$ cat src/rtl/bus_trace_pkg.sv
// Shared encodings and entry layout for the bus trace capture block.
// Entries are packed {ctrl, addr, data, ts}, MSB first.
package bus_trace_pkg;

  typedef enum logic [1:0] {
    CTRL_NONE  = 2'b00,
    CTRL_READ  = 2'b01,
    CTRL_WRITE = 2'b10,
    CTRL_RSVD  = 2'b11
  } bus_ctrl_e;

  typedef enum logic [1:0] {
    ST_IDLE  = 2'b00,
    ST_ARMED = 2'b01,
    ST_TRIG  = 2'b10,
    ST_DONE  = 2'b11
  } trace_state_e;

  function automatic int ts_lsb();
    return 0;
  endfunction

  function automatic int data_lsb(int tsw);
    return tsw;
  endfunction

  function automatic int addr_lsb(int dw, int tsw);
    return dw + tsw;
  endfunction

  function automatic int ctrl_lsb(int aw, int dw, int tsw);
    return aw + dw + tsw;
  endfunction

endpackage

$ cat src/rtl/bus_trace_ram.sv
// Trace storage: one synchronous write port, one asynchronous read port.
module trace_ram #(
  parameter int DEPTH = 16,
  parameter int W     = 50
) (
  input  logic                       clk,
  input  logic                       we,
  input  logic [$clog2(DEPTH)-1:0]   waddr,
  input  logic [W-1:0]               wdata,
  input  logic [$clog2(DEPTH)-1:0]   raddr,
  output logic [W-1:0]               rdata
);

  logic [W-1:0] mem [DEPTH];

  always_ff @(posedge clk) begin
    if (we) mem[waddr] <= wdata;
  end

  assign rdata = mem[raddr];

endmodule

$ cat src/rtl/bus_trace.sv
// Passive bus snooper: circular capture buffer with address/ctrl trigger,
// post-trigger window and an oldest-first valid/ready drain port.
//
// state     | meaning
// ST_IDLE   | no capture, waiting for arm
// ST_ARMED  | capturing into circular buffer, watching for trigger
// ST_TRIG   | trigger stored, counting post-trigger entries
// ST_DONE   | window frozen, draining oldest-first
module bus_trace
  import bus_trace_pkg::*;
#(
  parameter int DEPTH = 16,
  parameter int AW    = 16,
  parameter int DW    = 16,
  parameter int TSW   = 16,
  parameter int POST  = 8
) (
  input  logic                      clk,
  input  logic                      reset,
  input  logic [AW-1:0]             bus_addr,
  input  logic [1:0]                bus_ctrl,
  input  logic [DW-1:0]             bus_data,
  input  logic                      arm,
  input  logic [AW-1:0]             trig_addr,
  input  logic [AW-1:0]             trig_mask,
  input  logic [1:0]                trig_ctrl,
  output logic                      out_valid,
  input  logic                      out_ready,
  output logic [2+AW+DW+TSW-1:0]    out_data,
  output logic [1:0]                state,
  output logic [$clog2(DEPTH):0]    count
);

  localparam int PW       = $clog2(DEPTH);
  localparam int EW       = 2 + AW + DW + TSW;
  localparam int TS_LSB   = ts_lsb();
  localparam int DATA_LSB = data_lsb(TSW);
  localparam int ADDR_LSB = addr_lsb(DW, TSW);
  localparam int CTRL_LSB = ctrl_lsb(AW, DW, TSW);

  trace_state_e    state_q, state_d;
  logic [TSW-1:0]  ts_q;
  logic [1:0]      prev_ctrl_q;
  logic [AW-1:0]   prev_addr_q;
  logic            pend_q, pend_match_q;
  logic [1:0]      pend_ctrl_q;
  logic [AW-1:0]   pend_addr_q;
  logic [DW-1:0]   pend_data_q;
  logic [TSW-1:0]  pend_ts_q;
  logic [PW-1:0]   wr_ptr_q, rd_ptr_q, post_q;
  logic [PW:0]     count_q;
  logic            start, match, arm_ok, capturing, wr_en, trig_hit, pop;
  logic [EW-1:0]   wr_entry, rd_entry;

  assign start     = (bus_ctrl == CTRL_READ || bus_ctrl == CTRL_WRITE) &&
                     (bus_ctrl != prev_ctrl_q || bus_addr != prev_addr_q);
  assign match     = (((bus_addr ^ trig_addr) & trig_mask) == '0) &&
                     (trig_ctrl == CTRL_NONE || trig_ctrl == bus_ctrl);
  assign arm_ok    = arm && (state_q == ST_IDLE || state_q == ST_DONE);
  assign capturing = (state_q == ST_ARMED || state_q == ST_TRIG);
  assign wr_en     = pend_q && capturing;
  assign trig_hit  = wr_en && pend_match_q && state_q == ST_ARMED;
  assign out_valid = (state_q == ST_DONE) && (count_q != '0);
  // arm takes priority over a simultaneous pop
  assign pop       = out_valid && out_ready && !arm_ok;
  assign out_data  = out_valid ? rd_entry : '0;
  assign state     = state_q;
  assign count     = count_q;

  // read data arrives the cycle after the start, write data is held from it
  always_comb begin
    wr_entry = '0;
    wr_entry[CTRL_LSB +: 2]  = pend_ctrl_q;
    wr_entry[ADDR_LSB +: AW] = pend_addr_q;
    wr_entry[DATA_LSB +: DW] = (pend_ctrl_q == CTRL_READ) ? bus_data : pend_data_q;
    wr_entry[TS_LSB +: TSW]  = pend_ts_q;
  end

  always_comb begin
    state_d = state_q;
    unique case (state_q)
      ST_IDLE:  if (arm) state_d = ST_ARMED;
      ST_ARMED: if (trig_hit) state_d = (POST == 0) ? ST_DONE : ST_TRIG;
      ST_TRIG:  if (wr_en && post_q == PW'(1)) state_d = ST_DONE;
      ST_DONE:  if (arm) state_d = ST_ARMED;
      default:  state_d = ST_IDLE;
    endcase
  end

  always_ff @(posedge clk or negedge reset) begin
    if (!reset) state_q <= ST_IDLE;
    else        state_q <= state_d;
  end

  always_ff @(posedge clk or negedge reset) begin
    if (!reset) begin
      ts_q         <= '0;
      prev_ctrl_q  <= '0;
      prev_addr_q  <= '0;
      pend_q       <= 1'b0;
      pend_match_q <= 1'b0;
      pend_ctrl_q  <= '0;
      pend_addr_q  <= '0;
      pend_data_q  <= '0;
      pend_ts_q    <= '0;
      wr_ptr_q     <= '0;
      rd_ptr_q     <= '0;
      count_q      <= '0;
      post_q       <= '0;
    end else begin
      ts_q        <= ts_q + TSW'(1);
      prev_ctrl_q <= bus_ctrl;
      prev_addr_q <= bus_addr;
      pend_q      <= start && capturing;
      if (start) begin
        pend_match_q <= match;
        pend_ctrl_q  <= bus_ctrl;
        pend_addr_q  <= bus_addr;
        pend_data_q  <= bus_data;
        pend_ts_q    <= ts_q;
      end

      if (arm_ok) begin
        wr_ptr_q <= '0;
        rd_ptr_q <= '0;
        count_q  <= '0;
      end else if (wr_en) begin
        wr_ptr_q <= wr_ptr_q + PW'(1);
        if (count_q == (PW+1)'(DEPTH)) rd_ptr_q <= rd_ptr_q + PW'(1);
        else                           count_q  <= count_q + (PW+1)'(1);
      end else if (pop) begin
        rd_ptr_q <= rd_ptr_q + PW'(1);
        count_q  <= count_q - (PW+1)'(1);
      end

      if (trig_hit)                         post_q <= PW'(POST);
      else if (wr_en && state_q == ST_TRIG) post_q <= post_q - PW'(1);
    end
  end

  trace_ram #(.DEPTH(DEPTH), .W(EW)) u_ram (
    .clk   (clk),
    .we    (wr_en),
    .waddr (wr_ptr_q),
    .wdata (wr_entry),
    .raddr (rd_ptr_q),
    .rdata (rd_entry)
  );

endmodule

$ cat config.mk
export PLATFORM = sky130hd
export DESIGN_NAME = bus_trace
export DESIGN_NICKNAME = d
export VERILOG_FILES = /design/src/rtl/bus_trace_pkg.sv /design/src/rtl/bus_trace_ram.sv /design/src/rtl/bus_trace.sv
export SDC_FILE = /design/constraint.sdc
export NUM_CORES = 1
export LEC_CHECK = 0
export ABC_CLOCK_PERIOD_IN_PS = 5600
export BUFFER_PORTS_ARGS = -buffer_cell sky130_fd_sc_hd__buf_2
export CORE_ASPECT_RATIO = 0.75
export CORE_MARGIN = 8
export CORE_UTILIZATION = 47
export CTS_CLUSTER_SIZE = 28
export DETAILED_ROUTE_END_ITERATION = 6
export PLACE_DENSITY = 0.65
export SKIP_CTS_REPAIR_TIMING = 1
export SYNTH_ARGS = -nofsm -noshare
export SYNTH_HDL_FRONTEND = slang
export SYNTH_SLANG_ARGS = --single-unit
$ cat constraint.sdc
create_clock -name clk -period 5.6 [get_ports clk]
set_clock_uncertainty 0.2 [all_clocks]
set_input_delay 0.28 -clock clk [delete_from_list [all_inputs] [get_ports clk]]
set_output_delay 0.28 -clock clk [all_outputs]
set_load 0.005 [all_outputs]
======== Word level (Yosys, flattened, before mapping) ========
Memories as Yosys holds them, arrays and structs flattened.
Cells that the tools add are included.
storage, ports and cells
  latch bits .............................. 0
  logic and storage cells ................. 88
  bits in read-only memories .............. 0
  memories ................................ 1
  output and inout bits ................... 58
  bits in writable memories ............... 800
  bits in registers ....................... 105
memories
  name       depth  bits a word  read ports  clocked after memory_dff  wr ports  line                 RTL
  u_ram.mem  16     50           1           0                         1         bus_trace_ram.sv:14  logic [W-1:0] mem [DEPTH];
cells by class
  equal/unequal tests ..................... 16
  shifts and indexed selects .............. 0
  multiplexer cells ....................... 20
  multiply operators ...................... 0
  magnitude comparators ................... 0
  add/sub/neg operators ................... 6
  divide/modulo/power cells ............... 0
  reduce and logical (&&, ||, !) cells .... 29
  bitwise logic cells ..................... 2
operators by type and width
  kind                   count
  $mux 50                1
  $mux 4                 8
  $mux 5                 4
  $add 16x1->16 const B  1
  $and 16x16->16         1
  $logic_not 16->1       1
  $mux 16                1
  $ne 16x16->1           1
  $xor 16x16->16         1
  $logic_and 1x1->1      12
  $add 4x1->4 const B    2
  $eq 2x1->1 const B     3
  $eq 2x2->1 const B     3
  $mux 2                 3
  $pmux 2 s3             1
  $add 5x1->5 const B    1
  $eq 5x5->1 const B     1
  $logic_or 1x1->1       5
  $reduce_bool 5->1      1
  $sub 5x1->5 const B    1
  $eq 4x1->1 const B     1
  $logic_not 2->1        2
  $ne 2x1->1 const B     2
  $reduce_and 2->1       2
  12 further kinds       14

======== Depth between registers and ports, before layout ========
  depth after elaboration ................. 8
  depth in mapped cells ................... 12

======== Hierarchy ========
Synthesis repeated with hierarchy kept, for this count alone.
second synthesis, totals
  cells, all modules ...................... 1677
  area, all modules ....................... 35059.9 um^2
by module, submodules not included
  module     instances  cells each  area each (um^2)
  trace_ram  1          1244        29909.9
  bus_trace  1          433         5149.9

======== Worst setup path before layout ========
Ideal clock, no wire load.
  path type ............................... register -> register
  from .................................... reg state_q[0] (netlist: state[0])
  to ...................................... mem u_ram.mem[4][0], enable pin
  required time ........................... 4.987 ns
  buffers on the path ..................... 2
  stages on the path, launching flop included .. 9
  clock period less this slack ............ 3.551 ns
  setup slack ............................. 2.049 ns
  arrival ................................. 2.938 ns
  setup time .............................. 0.413 ns
  cell sequence ........................... dfrtp_1 -> inv_1 -> ha_1 -> nor2b_1 -> clkbuf_1 -> clkbuf_1 -> nand2_1 -> nor2_1 -> and2_1
on the way
  longest elaborated chain between the ends .. 5
  elaborated cells between the ends (all ways) .. 6
  those cells by class .................... 2 x eq/ne; 2 x mux; 2 x reduce/logical
RTL lines
  item                                      line                 RTL
  start, declared                           bus_trace.sv:41      trace_state_e state_q, state_d;
  start signal, assigned                    bus_trace.sv:92      else state_q <= state_d;
  $eq 2x1->1 or $eq 2x2->1 (tied branches)  bus_trace.sv:60      assign capturing = (state_q == ST_ARMED || state_q == ST_TRIG);
  $logic_or 1x1->1 (*)                      bus_trace.sv:60
  $logic_and 1x1->1 (*)                     bus_trace.sv:61      assign wr_en = pend_q && capturing;
  $mux 1 (*)                                bus_trace_ram.sv:17  if (we) mem[waddr] <= wdata;
  $mux 1 (not written as such) (*)          bus_trace_ram.sv:17
  end, declared                             bus_trace_ram.sv:14
Mark *: on every way between the ends. The rest lies on a longest branch, timed or not.

======== Final worst setup path ========
  from .................................... reg rd_ptr_q[0]
  to ...................................... out out_data[11]
on the way
  longest elaborated chain between the ends .. 2
RTL lines
  item                    line              RTL
  start, declared         bus_trace.sv:50   logic [PW-1:0] wr_ptr_q, rd_ptr_q, post_q;
  start signal, assigned  bus_trace.sv:129  if (count_q == (PW+1)'(DEPTH)) rd_ptr_q <= rd_ptr_q + PW'(1);
  start signal, assigned  bus_trace.sv:132  rd_ptr_q <= rd_ptr_q + PW'(1);
  $mem_v2 16x50           -
  $mux 50                 bus_trace.sv:66   assign out_data = out_valid ? rd_entry : '0;
  end, declared           bus_trace.sv:29   output logic [2+AW+DW+TSW-1:0] out_data,
Every way passes these cells.

==> out/metrics.yaml <==
power_and_ir_drop:
  pwr_density_cell_nw_per_um2: 441
  power_frac_comb: 0.233
  power.share.clock: 0.305
  peakVddDrop_mv: 0.298
  internal-power_mw: 12.9
  switching_power_mw: 4.84
  design_power_total_mw: 17.7
  p_leak_nw: 13.1
  p_seq_frac: 0.461
  swShare: 0.273
route:
  ant_nets: 0
  wl_um: 75600
  viasPerCell: 5.77
  via_count: 16400
  drt-pass1-iter-count: 5
  drt-initial-drc-count: 1343
  drc: 0
  wire_per_inst_um: 26.7
timing:
  finalCritPeriodShare: 0.719
  finalSetupTns_ns: 0
  hold_viol: 0
  maxSlewViolCount: 0
  holdWs_ns: 0.0248
  report.final.setup_viol: 0
  min_period_ns: 4.02
  max_freq_mhz: 249
  worst_pin_slew_ns: 1.21
  rsz0062_at_grt: "false"
  slew_headroom: 0.189
place:
  dp.cells: 2641
  dp_hpwl_um: 41400
  portBuffers: 129
  place_congestion: 0.761
synthesis:
  ys_warn_count: 0
  synthesis.nets: 1658
  synth_common_cells: "edfxtp_1 (800), mux4_2 (250), dfrtp_1 (105), mux2_1 (65), nor2b_1 (52)"
  ys_types: 37
  ys_seq_area_frac: 0.757
  synth-edff-count: 800
  synth.most_common_cell: "edfxtp_1"
  synthFlopType: "edfxtp_1"
  syn_area_per_cell_um2: 22.4
  synth_top_cell_by_area: "edfxtp_1"
  synth_cells: 1570
  synth.top_cell.area_share: 0.682
  synth_area_um2: 35200
  synthTopCellsByArea: "edfxtp_1 (68%), mux4_2 (16%), dfrtp_1 (7.5%)"
  synthArstFlopShare: 0.116
  ys_seq_elements: 905
grt:
  grt_pass1_vias: 17300
  grt_max_degree: 66
  antenna_found_initial: 0
  grt_pass1_wl_um: 113000
  grt_util_all_layers: 0.180
  globalRouteOverflowTotal: 0
clock_tree:
  cts-buffers-inserted: 84
  htreeDepth: 3
  clockBufferDepth: 3
  clkLatencyLatePin_ns: 0.64
  cts.sinks: 905
  root_buffer: "clkbuf_16"
  cts_tree: "yes"
  path_clk_slew_ns: 0.06
setup_path:
  crit_path_start: "rd_ptr_q[0]$_DFFE_PN0P_"
  worst-path-max-fanout: 39
  endpoint_kind: "primary output"
  startpoint_type: "register"
  critPathKind: "register to primary output"
  crit_arrival_ns: 3.54
  cp_data_required_time_ns: 5.12
  r2r_start: "state[0]$_DFFE_PN0P_"
floorplan:
  start_util: 0.472
  row_count: 87
  fp.dieH_um: 253
  io_pins: 130
  die-area_um2: 84000
  die_x_um: 332
  core_um2: 74700
cells_and_area:
  n_antenna_cell: 0
  final_layout_size_suffix_gt1_frac: 0.301
  fin_cells: 2834
  nets: 1874
  area_growth_pct: 14.2
hold_path:
  hp-start: "trig_mask[5]"
  hp-class: "primary input to register"
flow_run:
  maxCapViolCount: 0
outcome:
  run_status: "finished clean"
[stage by stage]
step	utilization	cell area, um^2	setup WS [ns]
2_1_floorplan	-	35200	2.05
3_3_place_gp	0.498	37200	2.16
3_5_place_dp	0.498	37200	2.15
4_1_cts	0.533	39800	1.47
5_1_grt	0.538	40200	1.33
6_report	0.538	40200	1.58
[power by group through the flow]
stage          sequential, mW  clock [mW]  combinational, mW
6_report                 8.18        5.41               4.13
5_1_grt                  8.24        5.79               4.49
4_1_cts                  8.19        5.53               4.22
3_5_place_dp             8.33           0               4.20
3_3_place_gp             8.31           0               4.17
2_1_floorplan            7.99           0               3.12
[registers in the layout (all words and copies together) (netlist names), 5 cells and up]
register / cells
count: 5
pend_addr_q: 16
pend_data_q: 16
pend_ts_q: 16
prev_addr_q: 16
ts_q: 16
u_ram.mem: 800
[area by class of cell]
class                   count  area (um^2)
inverters                  14         52.6
clock buffers             110         2260
well taps                 979         1220
repair buffers            203         1450
fillers                  5624        34500
multi-input cells         578         8210
flip-flops and latches    905        26700
clock inverters            45          337
[final timing paths]
| check | to | cells past startpoint | slack, ns |
|---|---|---|---|
| min | pend_match_q$_DFFE_PN0P_ | 5 | 0.02 |
| min in group asynchronous | pend_addr_q[6]$_DFFE_PN0P_ | 2 | 0.03 |
| max in group asynchronous | pend_ts_q[7]$_DFFE_PN0P_ | 3 | 3.81 |
| min reg2reg | ts_q[15]$_DFF_PN0_ | 1 | 0.27 |
| max reg2reg | u_ram.mem[7][23]$_DFFE_PP_ | 8 | 2.16 |
| max | out_data[11] | 5 | 1.58 |
[placed cells by master, fill, tap and decap left out, drive strengths merged, types with 27 or more instances in the layout]
master / instances
edfxtp: 800
buf: 165
mux4: 250
clkinv: 37
dlygate4sd3: 38
mux2: 65
dfrtp: 105
clkbuf: 110
xor2: 27
nor2b: 52
xnor2: 33
[metal layers]
layer  GRT usage  vias to the layer above  routed length (um)
met2       0.280                      485               35000
met4      0.0374                        0                1140
met1       0.269                     8858               35100
met5           0                        -                   0
li1            -                     6931                   -
met3      0.0351                       84                4400
[worst max-delay path, cell delays in order (launching register included)]
cell and delay [ns]:
dfrtp_4 1.02, buf_12 0.36, mux4_2 0.55, mux4_2 0.59
nor2b_1 0.18, buf_2 0.18
[cell families (layout without fill, tap and decap cells)]
family	count (synthesis)	after routing	share of synthesized area
adders and majority gates	16	16	0.00569
DFF	905	905	0.757
muxes	320	320	0.182
and+or+nand+nor	146	146	0.0227
buffers and inverters	87	372	0.0113
AOI/OAI and AO/OA	36	36	0.00640
xor gates and xnor gates	60	60	0.0149
(Power assumes the default switching activity.)
